==> config.mk <==
export PLATFORM = sky130hd
export DESIGN_NAME = axis_ascon_aead128_framer
export DESIGN_NICKNAME = d
export VERILOG_FILES = /design/src/rtl/axis_ascon_aead128_framer.sv
export SDC_FILE = /design/constraint.sdc
export NUM_CORES = 1
export LEC_CHECK = 0
export BUFFER_PORTS_ARGS = -buffer_cell sky130_fd_sc_hd__buf_2
export CAP_MARGIN = 10
export CORE_AREA = 2 2 734 736
export DETAILED_ROUTE_END_ITERATION = 7
export DIE_AREA = 0 0 736 738
export PLACE_DENSITY = 0.3
export SLEW_MARGIN = 20
export SYNTH_ARGS = -nofsm -noshare
export SYNTH_HDL_FRONTEND = slang
export SYNTH_SLANG_ARGS = --single-unit
export TNS_END_PERCENT = 20
==> constraint.sdc <==
create_clock -name clk -period 19.4 [get_ports clk]
set_input_delay 3.88 -clock clk [delete_from_list [all_inputs] [get_ports clk]]
set_output_delay 3.88 -clock clk [all_outputs]
set_load 0.02 [all_outputs]
==> src/rtl/axis_ascon_aead128_framer.sv <==
// axis_ascon_aead128_framer
// Transmit-side front end for an axis_ascon_aead128 core. Takes one request per message
// (512-bit command plus AD/payload byte lengths) and sequences the core's slave streams in
// the fixed order cmd -> AD -> payload -> tag (decrypt only). Unframed 128-bit AD and
// payload beats from the sources get tlast/tkeep attached from the byte counts.
//
// Ports:
//   clk, rst                  clock, asynchronous active-high reset
//   s_req_*                   request: command word (bit 256 = encrypt), AD/payload lengths
//   s_ad_*, s_*, s_tag_*      unframed AD, payload and received-tag sources
//   m_cmd_*                   command to core (registered valid)
//   m_ad_*, m_*               framed AD and payload to core (combinational pass-through)
//   m_tag_*                   tag to core (decrypt only)
//   busy                      high whenever a message is in flight
module axis_ascon_aead128_framer #(
  parameter int unsigned len_w        = 16,
  parameter bit          keep_support = 1'b1
) (
  input  logic             clk,
  input  logic             rst,
  input  logic             s_req_tvalid,
  output logic             s_req_tready,
  input  logic [511:0]     s_req_tdata,
  input  logic [len_w-1:0] s_req_ad_len,
  input  logic [len_w-1:0] s_req_p_len,
  input  logic             s_ad_tvalid,
  output logic             s_ad_tready,
  input  logic [127:0]     s_ad_tdata,
  input  logic             s_tvalid,
  output logic             s_tready,
  input  logic [127:0]     s_tdata,
  input  logic             s_tag_tvalid,
  output logic             s_tag_tready,
  input  logic [127:0]     s_tag_tdata,
  output logic             m_cmd_tvalid,
  input  logic             m_cmd_tready,
  output logic [511:0]     m_cmd_tdata,
  output logic             m_ad_tvalid,
  input  logic             m_ad_tready,
  output logic             m_ad_tlast,
  output logic [127:0]     m_ad_tdata,
  output logic [15:0]      m_ad_tkeep,
  output logic             m_tvalid,
  input  logic             m_tready,
  output logic             m_tlast,
  output logic [127:0]     m_tdata,
  output logic [15:0]      m_tkeep,
  output logic             m_tag_tvalid,
  input  logic             m_tag_tready,
  output logic [127:0]     m_tag_tdata,
  output logic             busy
);

  typedef enum logic [2:0] {StIdle, StCmd, StAd, StP, StTag} state_e;

  localparam logic [len_w-1:0] BeatBytes = len_w'(16);

  state_e           state_q, state_d;
  logic [511:0]     cmd_q;
  logic [len_w-1:0] ad_len_q, p_len_q;
  logic             enc_q;
  logic [len_w-1:0] rem_q, rem_d;

  logic             req_fire;
  logic             beat_last;
  logic [15:0]      beat_keep;
  logic [len_w-1:0] rem_dec;

  assign req_fire  = s_req_tvalid && s_req_tready;
  assign beat_last = (rem_q <= BeatBytes);
  // Counter saturates at 0 so the maximum length never wraps.
  assign rem_dec   = (rem_q > BeatBytes) ? (rem_q - BeatBytes) : '0;

  // rem_q keeps the original length's low nibble, so on the last beat it holds 1..16 bytes.
  always_comb begin
    beat_keep = 16'hFFFF;
    if (keep_support && beat_last && (rem_q[3:0] != 4'd0)) begin
      beat_keep = (16'h1 << rem_q[3:0]) - 16'h1;
    end
  end

  always_comb begin
    state_d      = state_q;
    rem_d        = rem_q;
    s_req_tready = 1'b0;
    m_cmd_tvalid = 1'b0;
    m_cmd_tdata  = cmd_q;
    m_ad_tvalid  = 1'b0;
    s_ad_tready  = 1'b0;
    m_ad_tlast   = 1'b0;
    m_ad_tkeep   = 16'h0000;
    m_ad_tdata   = s_ad_tdata;
    m_tvalid     = 1'b0;
    s_tready     = 1'b0;
    m_tlast      = 1'b0;
    m_tkeep      = 16'h0000;
    m_tdata      = s_tdata;
    m_tag_tvalid = 1'b0;
    s_tag_tready = 1'b0;
    m_tag_tdata  = s_tag_tdata;

    case (state_q)
      StIdle: begin
        s_req_tready = ~rst;
        if (s_req_tvalid && !rst) state_d = StCmd;
      end
      StCmd: begin
        m_cmd_tvalid = 1'b1;
        if (m_cmd_tready) begin
          if (ad_len_q != '0) begin
            state_d = StAd;
            rem_d   = ad_len_q;
          end else if (p_len_q != '0) begin
            state_d = StP;
            rem_d   = p_len_q;
          end else if (!enc_q) begin
            state_d = StTag;
          end else begin
            state_d = StIdle;
          end
        end
      end
      StAd: begin
        m_ad_tvalid = s_ad_tvalid;
        s_ad_tready = m_ad_tready;
        m_ad_tlast  = beat_last;
        m_ad_tkeep  = beat_keep;
        if (s_ad_tvalid && m_ad_tready) begin
          rem_d = rem_dec;
          if (beat_last) begin
            if (p_len_q != '0) begin
              state_d = StP;
              rem_d   = p_len_q;
            end else if (!enc_q) begin
              state_d = StTag;
            end else begin
              state_d = StIdle;
            end
          end
        end
      end
      StP: begin
        m_tvalid = s_tvalid;
        s_tready = m_tready;
        m_tlast  = beat_last;
        m_tkeep  = beat_keep;
        if (s_tvalid && m_tready) begin
          rem_d = rem_dec;
          if (beat_last) state_d = enc_q ? StIdle : StTag;
        end
      end
      StTag: begin
        m_tag_tvalid = s_tag_tvalid;
        s_tag_tready = m_tag_tready;
        if (s_tag_tvalid && m_tag_tready) state_d = StIdle;
      end
      default: state_d = StIdle;
    endcase
  end

  assign busy = (state_q != StIdle);

  always_ff @(posedge clk or posedge rst) begin
    if (rst) begin
      state_q  <= StIdle;
      rem_q    <= '0;
      cmd_q    <= '0;
      ad_len_q <= '0;
      p_len_q  <= '0;
      enc_q    <= 1'b0;
    end else begin
      state_q <= state_d;
      rem_q   <= rem_d;
      if (req_fire) begin
        cmd_q    <= s_req_tdata;
        ad_len_q <= s_req_ad_len;
        p_len_q  <= s_req_p_len;
        enc_q    <= s_req_tdata[256];
      end
    end
  end

endmodule

-- Word-level counts from Yosys, hierarchy flattened
Index checks and enable logic that the tools add are counted.
- add/subtract/negate cells: 2
- magnitude comparators: 2
- eq/ne operators: 12
- shift operators: 1
- muxes and demuxes: 33
- bitwise operators: 1
- reduce and logical (&&, ||, !) cells: 15
- operators with widths (operator ; count):
    2-to-1 mux 16 bit ; 11
    one-hot mux 16 bit (3 select lines) ; 1
    nonzero test 16 bit ; 2
    2-to-1 mux 3 bit ; 10
    greater-than comparator 16 x 5 -> 1 bit, second input constant ; 1
    <= comparator 16 x 5 -> 1 bit, second input constant ; 1
    << shifter 1 x 4 -> 16 bit, first input constant ; 1
    subtractor 16 x 1 -> 16 bit, second input constant ; 1
    subtractor 16 x 5 -> 16 bit, second input constant ; 1
    one-hot mux 3 bit (5 select lines) ; 1
    != test 2 bit, second input constant ; 7
    2-to-1 mux 1 bit ; 10
    AND reduction 7 bit ; 1
    == test 3 x 2 -> 1 bit, second input constant ; 2
    logical AND 1 bit ; 6
    nonzero test 3 bit ; 2
    AND reduction 5 bit ; 1
    nonzero test 4 bit ; 1
    == test 3 x 1 -> 1 bit, second input constant ; 1
    == test 3 bit, second input constant ; 1
    logical NOT 3 bit ; 1
    != test 3 bit, second input constant ; 1
    logical NOT 1 bit ; 1
    NOT 1 bit ; 1
- bits in registers: 564
- logic and storage cells: 72

-- Logic depth before layout (Yosys ltp)
Gate-level depths: netlist of run 1.
- depth after elaboration: 6
- mapped depth: 10
- mapped depth without buffers: 8

-- Worst setup path after synthesis of run 1
No wires, ideal clock.
- path type: in2out
- start: input port rst
- end: output port s_req_tready
- arrival: 4.173 ns
- path slack: 11.347 ns
- stages on the path: 1
- path buffers: 0
- path through: nor2_1
- cells in the longest elaborated chain, start to end: 2
- ends and longest elaborated chain (element ; RTL line ; RTL):
    from (decl) ; 20 ; input logic rst,
    NOT 1 bit ; 104 ; s_req_tready = ~rst;
    2-to-1 mux 1 bit ; 102 ; case (state_q)
    to (decl) ; 22 ; output logic s_req_tready,
Every way passes these cells.

-- Worst setup path in the final report of run 1
Same ends and word-level chain as after synthesis.

==> metrics.yaml, run 1 <==
outcome: "finished, final reports clean"
hold_viol: 0
yosysWarnings: 0
die_y_um: 738
cts_max_level: 3
root_buffer: "clkbuf_16"
num_vias: 19700
die_area_mm2: 0.543
p_leak_nw: 15.4
layout_min_cycle_time_ps: 8490
maxCapViolations: 0
crit_required_ps: 15520
finalSetupViolations: 0
ios: 1877
combPwrFrac_pct: 47.9
holdBufCountCts: 0
fillers: 62500
syn_nets: 2732
yosys-top-cells-area: "dfrtp_1, mux2_2, buf_4, mux2_1, buf_6"
synth_edf_count: 0
slowest_delay_ps: 370
num_rows: 269
syn-cell-area_mm2: 0.0250
numCtsBuffers: 89
io_buffers: 1108
async_flop_share_pct: 100
seq_power_share_pct: 29.8
antenna_found_initial: 338
die-width_um: 736
pwr-share-clk_pct: 22.3
max-slew-margin-rel_pct: 35.6
nets: 3485
drcViolationCount: 0
clk_path_buf_depth: 4
multi_input_area_mm2: 0.00740
worst_slack_ps: 10910
ys.flop_type: "dfrtp_1"
rr_endpoint: "m_cmd_tdata[22]"
crit_type: "primary input to output port"
reg2reg_from: "rem_q[3]"
grt_setup_unrepaired: "false"
place_ws_ps: 10900
syn_avg_cell_area_um2: 13.9
drt_pass1_iterations: 5
synth_seq_area_share_pct: 56.4
critical_path.most_common_cell: "buf_2"
seqCellArea_mm2: 0.0141
critPathSlowestCell: "buf_2"
r2r_cells: 10
p_int_w: 0.00384
cts_tree: "built"
fin_crit_sh_pct: 43.8
fin_tns_setup_ps: 0
drt_iter0_drc: 1121
grt_pass1_wl_um: 356000
arrival_ps: 4610
netSwitchingFraction_pct: 47.8
synth_area_leader_cell: "dfrtp_1"
max_freq_mhz: 118
worst_slew_pin_slew_ps: 967
ir_drop_v: 0.0000773
synth_top_area_share_pct: 56.4
clk_pin_slew_worst_paths_ps: 50
ff2ff_setup_slack_ps: 13350
hold_slack_ps: 476
syn_to_final_growth_pct: 58.0
core-area_mm2: 0.535
hpwl_um: 283000
slew_viol_final: 0
min_to: "m_cmd_tdata[215]"
power_density_mw_per_mm2: 187
first_global_vias: 19700
wire_per_inst_um: 31.5
cp-start-kind: "primary input"
grt_usage_pct: 11.0
synthTopCellsByCount: "dfrtp_1, mux2_2, buf_4"
wirelength_um: 311000
cts_setup_buffers: 0
gr-total-overflow: 0
ys_ff_latch: 563
crit_fanout: 3
gp_congestion: 0.834
grt_max_degree: 123
design_area_mm2: 0.0395
placed_area_mm2: 0.0360
drive_above_1_share_pct: 64.8
ant_nets: 0
synth_cell_types: 48
start_util_pct: 4.67
numClockSinks: 563
worst_setup_path_end_kind: "output port"
hp-class: "register to register"
synth.most_common_cell: "dfrtp_1"
insertion_delay_ps: 830
cts-resized-gates: 0
min_from: "m_cmd_tdata[215]"
syn_inst: 1791
via_per_inst: 2.00
switching_power_w: 0.00352
holdPathStages: 1
crit_chain: "buf_2, nor2_1, buf_2"
fin_skew_ps: 86.5
==> layer usage <==
| metal | global-route usage [%] | part of all wire (%) | vias to the layer above |
|---|---|---|---|
| met1 | 7.82 | 24 | 9305 |
| met3 | 11.5 | 23 | 955 |
| li1 | - | - | 7641 |
| met5 | 0.384 | 0.44 | - |
| met4 | 6.21 | 7.8 | 174 |
| met2 | 18.0 | 45 | 1628 |
==> power groups by stage <==
| stage | clock [W] | combinational (W) | sequential, W |
|---|---|---|---|
| floorplan | 0 | 0.00119 | 0.00274 |
| global placement | 0 | 0.00367 | 0.00222 |
| detailed placement | 0 | 0.00369 | 0.00223 |
| CTS | 0.00173 | 0.00369 | 0.00222 |
| global route | 0.00176 | 0.00379 | 0.00228 |
| finish | 0.00164 | 0.00353 | 0.00219 |
==> state kept, by name, indices dropped and copies added (netlist names) <==
register,flops
m_cmd_tdata,512
rem_q,16
ad_len_q,16
p_len_q,16
state_q,3
==> worst max-delay path, delay by kind of cell <==
family	cells	cell delay, ps
buf+inv	2	500
simple gates	1	210
==> worst max-delay path by stage <==
stage          cells past startpoint  start  slack [ps]            to
2_1_floorplan                      1    rst        7850   ad_len_q[0]
3_3_place_gp                       3    rst       10930  s_req_tready
3_5_place_dp                       3    rst       10900  s_req_tready
4_1_cts                            3    rst       10900  s_req_tready
5_1_grt                            3    rst       10870  s_req_tready
6_report                           3    rst       10910  s_req_tready
==> stage by stage <==
stage	power [W]	util [%]	instances
4_1_cts	0.00764	7.27	9646
3_3_place_gp	0.00589	6.74	9499
3_5_place_dp	0.00592	6.74	9499
6_report	0.00736	7.37	9870
5_1_grt	0.00783	7.32	9752
2_1_floorplan	0.00393	-	1791
==> logic make-up after synthesis <==
family	synth area share, %
AO/OA/AOI/OAI	2.23
AND/OR/NAND/NOR	2.60
XOR/XNOR	0.105
multiplexers	24.5
flip-flops	56.4
buffers and inverters	14.0
adder cells (fa/ha/maj)	0.150
==> layout make-up <==
type                       count  area share, %
tap                         7046           22.3
sequential                   563           35.7
timing repair buffer        1127           14.5
clock buffer                 121           6.33
inverter                       6         0.0666
multi-input combinational    757           18.8
clock inverter                26          0.901
antenna                      224           1.42
==> layout by cell type (no fill, tap or decap), types with 3 or more instances in the layout <==
cell,Yosys,final
o31ai_1,4,4
xor2_1,3,3
clkinv_4,0,4
diode_2,0,224
a211oi_1,3,3
clkbuf_1,19,17
a22oi_1,3,3
mux2_2,421,421
clkbuf_8,0,15
nor3b_1,6,6
nand2b_1,9,9
and2_1,6,6
clkinv_2,0,8
nand3_1,5,5
a221oi_1,7,7
nor3_1,8,8
buf_2,12,1108
o2bb2ai_1,7,7
ha_1,3,3
a21oi_1,21,21
dfrtp_1,563,563
a22o_1,5,5
inv_6,0,4
inv_1,6,5
bufinv_16,0,7
o21ai_0,18,18
nor4_1,11,11
and3_1,5,5
mux2_1,123,123
clkbuf_16,0,89
buf_4,415,17
nand2_1,20,20
clkinvlp_4,0,3
nor2_1,43,43
Power figures use the tool's default switching activity.
==> run 2, diff against run 1 <==
- clock period: 19.4 -> 7.68 ns (I/O delays scaled with it)
==> run 2 against run 1 <==
  * The run now ends with antenna rules left
  * Utilization grew 0.060 points
  * Setup slack lost 8200 ps
  * Clock power grew to 2.8 times the previous value
  * Sequential power grew 150%
  * Combinational power grew to 2.6 times the previous value
  * Final cell count is essentially flat
  * Sequential share of layout area shrank 0.29 points
  * Non-clock buffer count grew 2
  * Flip-flop and latch count is the same
  * First-iteration DRC count shrank 0.27%
  * Largest cell class unchanged
  * Highest routed layer unchanged
==> metrics.yaml, run 2 (synthesis gave the netlist of run 1 again) <==
outcome: "finished with violations"
violations: "antenna rules"
grt_max_degree: 113  # -8.1%
slew_viol_final: 0  # unchanged
critPathSlowestCell: "and3_1"
fin_crit_sh_pct: 65.2
drt_iter0_drc: 1118  # -0.27%
combPwrFrac_pct: 47.5  # -0.4 points
cts_tree: "built"
crit_type: "register to output port"
io_buffers: 1108  # unchanged
arrival_ps: 3470  # -1140 ps
gr-total-overflow: 0  # unchanged
grt_pass1_wl_um: 359000  # +0.85%
holdBufCountCts: 0  # unchanged
finalSetupViolations: 0  # unchanged
worst_slew_pin_slew_ps: 1070  # +104 ps
max-slew-margin-rel_pct: 28.6  # -6.9 points
clk_pin_slew_worst_paths_ps: 60  # about the same
topRoutingLayerUsed: "met5"
drcViolationCount: 0  # unchanged
cp-start-kind: "register"
layout_min_cycle_time_ps: 5000
power_w: 0.0190  # +160%
cts_setup_buffers: 0  # unchanged
drive_above_1_share_pct: 65.1  # +0.32 points
first_global_vias: 19900  # +1.2%
numClockSinks: 563  # unchanged
design_area_mm2: 0.0398  # +0.81%
fin_tns_setup_ps: 0  # unchanged
wl_met3_um: 75400  # +6.5%
clk_path_buf_depth: 4  # unchanged
grt_usage_pct: 11.1  # +0.099 points
multi_input_area_mm2: 0.00740  # unchanged
via_per_inst: 2.00  # about the same
hp-class: "register to register"
crit_fanout: 18  # +15
power_density_mw_per_mm2: 477  # +160%
maxCapViolations: 0  # unchanged
num_rows: 269  # unchanged
largest_register_ffs: 512  # unchanged
postLayoutCoreUtil_pct: 7.43  # +0.060 points
crit_chain: "nor4_4, and4b_1, and3_1, nand2b_1, a21oi_1, nor2_1, buf_2"
seq_power_share_pct: 28.6  # -1.2 points
wire_per_inst_um: 31.8  # +0.87%
num_vias: 19700  # -0.046%
hpwl_um: 284000  # +0.26%
die_area_mm2: 0.543  # unchanged
fin_skew_ps: 83.3  # -3.24 ps
ir_drop_v: 0.000211  # +170%
gp_congestion: 0.831  # -0.37%
wl_met2_um: 144000  # +2.9%
drt_pass1_iterations: 5  # unchanged
root_buffer: "clkbuf_16"
final_common_cell: "buf_2"
pwr-share-clk_pct: 23.9  # +1.6 points
syn_to_final_growth_pct: 59.3
core-area_mm2: 0.535  # unchanged
nets: 3490  # +0.14%
die-width_um: 736  # unchanged
ant_nets: 1  # +1
switching_power_w: 0.00903  # +160%
start_util_pct: 4.67  # unchanged
cts-resized-gates: 0  # unchanged
numCtsBuffers: 92  # +3.4%
wirelength_um: 314000  # +0.83%
placed_area_mm2: 0.0361  # +0.28%
critical-path-top-delay-family: "simple AND/OR/NAND/NOR gates"
hold_viol: 0  # unchanged
p_int_w: 0.00994  # +160%
insertion_delay_ps: 880  # +50 ps
grt_setup_unrepaired: "false"
seqCellArea_mm2: 0.0141  # unchanged
fillers: 62500  # -0.024%
crit_required_ps: 6140  # -9380 ps
layout_common_cells: "buf_2, dfrtp_1, mux2_2"
antenna_found_initial: 355  # +5.0%
max_freq_mhz: 200
slowest_delay_ps: 620  # +250 ps
die_y_um: 738  # unchanged
ios: 1877  # unchanged
worst-path-buf-inv: 1  # -1
cts_max_level: 3  # unchanged
p_leak_nw: 15.6  # +0.90%
m1WireLength_um: 71000  # -4.7%
netSwitchingFraction_pct: 47.6  # -0.20 points
worst_setup_path_end_kind: "output port"
## run 2: cell count changes in the layout (fill, tap and decap cells not counted)
cell and change:
buf_12 +7, clkbuf_1 -3, clkinv_4 -2, clkinv_16 +1, clkinv_8 +1, clkinvlp_4 +7
clkbuf_8 -3, inv_16 -1, bufinv_16 +4, diode_2 -19, clkinv_2 +2, inv_6 +3
buf_4 -5, clkbuf_16 +4
## run 2: area by class of cell
class | instances | area share (%)
diodes | 205 | 1.29
repair buffers | 1129 | 14.6
inverters | 6 | 0.0661
clock buffers | 119 | 6.40
flip-flops and latches | 563 | 35.4
well taps | 7046 | 22.2
multi-input cells | 757 | 18.6
clock inverters | 41 | 1.44
## run 2: worst paths after layout
path                             startpoint          endpoint  slack [ps]  cells past startpoint
min reg2reg                m_cmd_tdata[213]  m_cmd_tdata[213]         480                      1
max reg2reg                        rem_q[3]   m_cmd_tdata[95]        3350                      8
max                               rem_q[10]        m_tkeep[4]        2680                      7
min in group asynchronous               rst  m_cmd_tdata[212]         720                      2
max in group asynchronous               rst   m_cmd_tdata[70]        5320                      4
min                        m_cmd_tdata[213]  m_cmd_tdata[213]         480                      1
## run 2: routing by layer
layer,up-vias,GRT usage [%]
met4,168,6.28
met2,1678,18.2
li1,7621,-
met3,945,12.5
met5,-,0.262
met1,9282,7.24
## run 2: per-stage QoR
step	setup slack, ps	instances	hold slack, ps
after floorplan	-1520	1791	451
after global placement	3080	9501	466
after detailed placement	3090	9501	469
after CTS	2640	9661	482
after global routing	2510	9775	496
final	2680	9866	477
## run 2: power by group through the flow
stage	clock (W)	sequential [W]	combinational, W
4_1_cts	0.00476	0.00546	0.00948
3_3_place_gp	0	0.00546	0.00943
5_1_grt	0.00484	0.00566	0.00975
6_report	0.00453	0.00543	0.00901
3_5_place_dp	0	0.00549	0.00947
2_1_floorplan	0	0.00693	0.00300
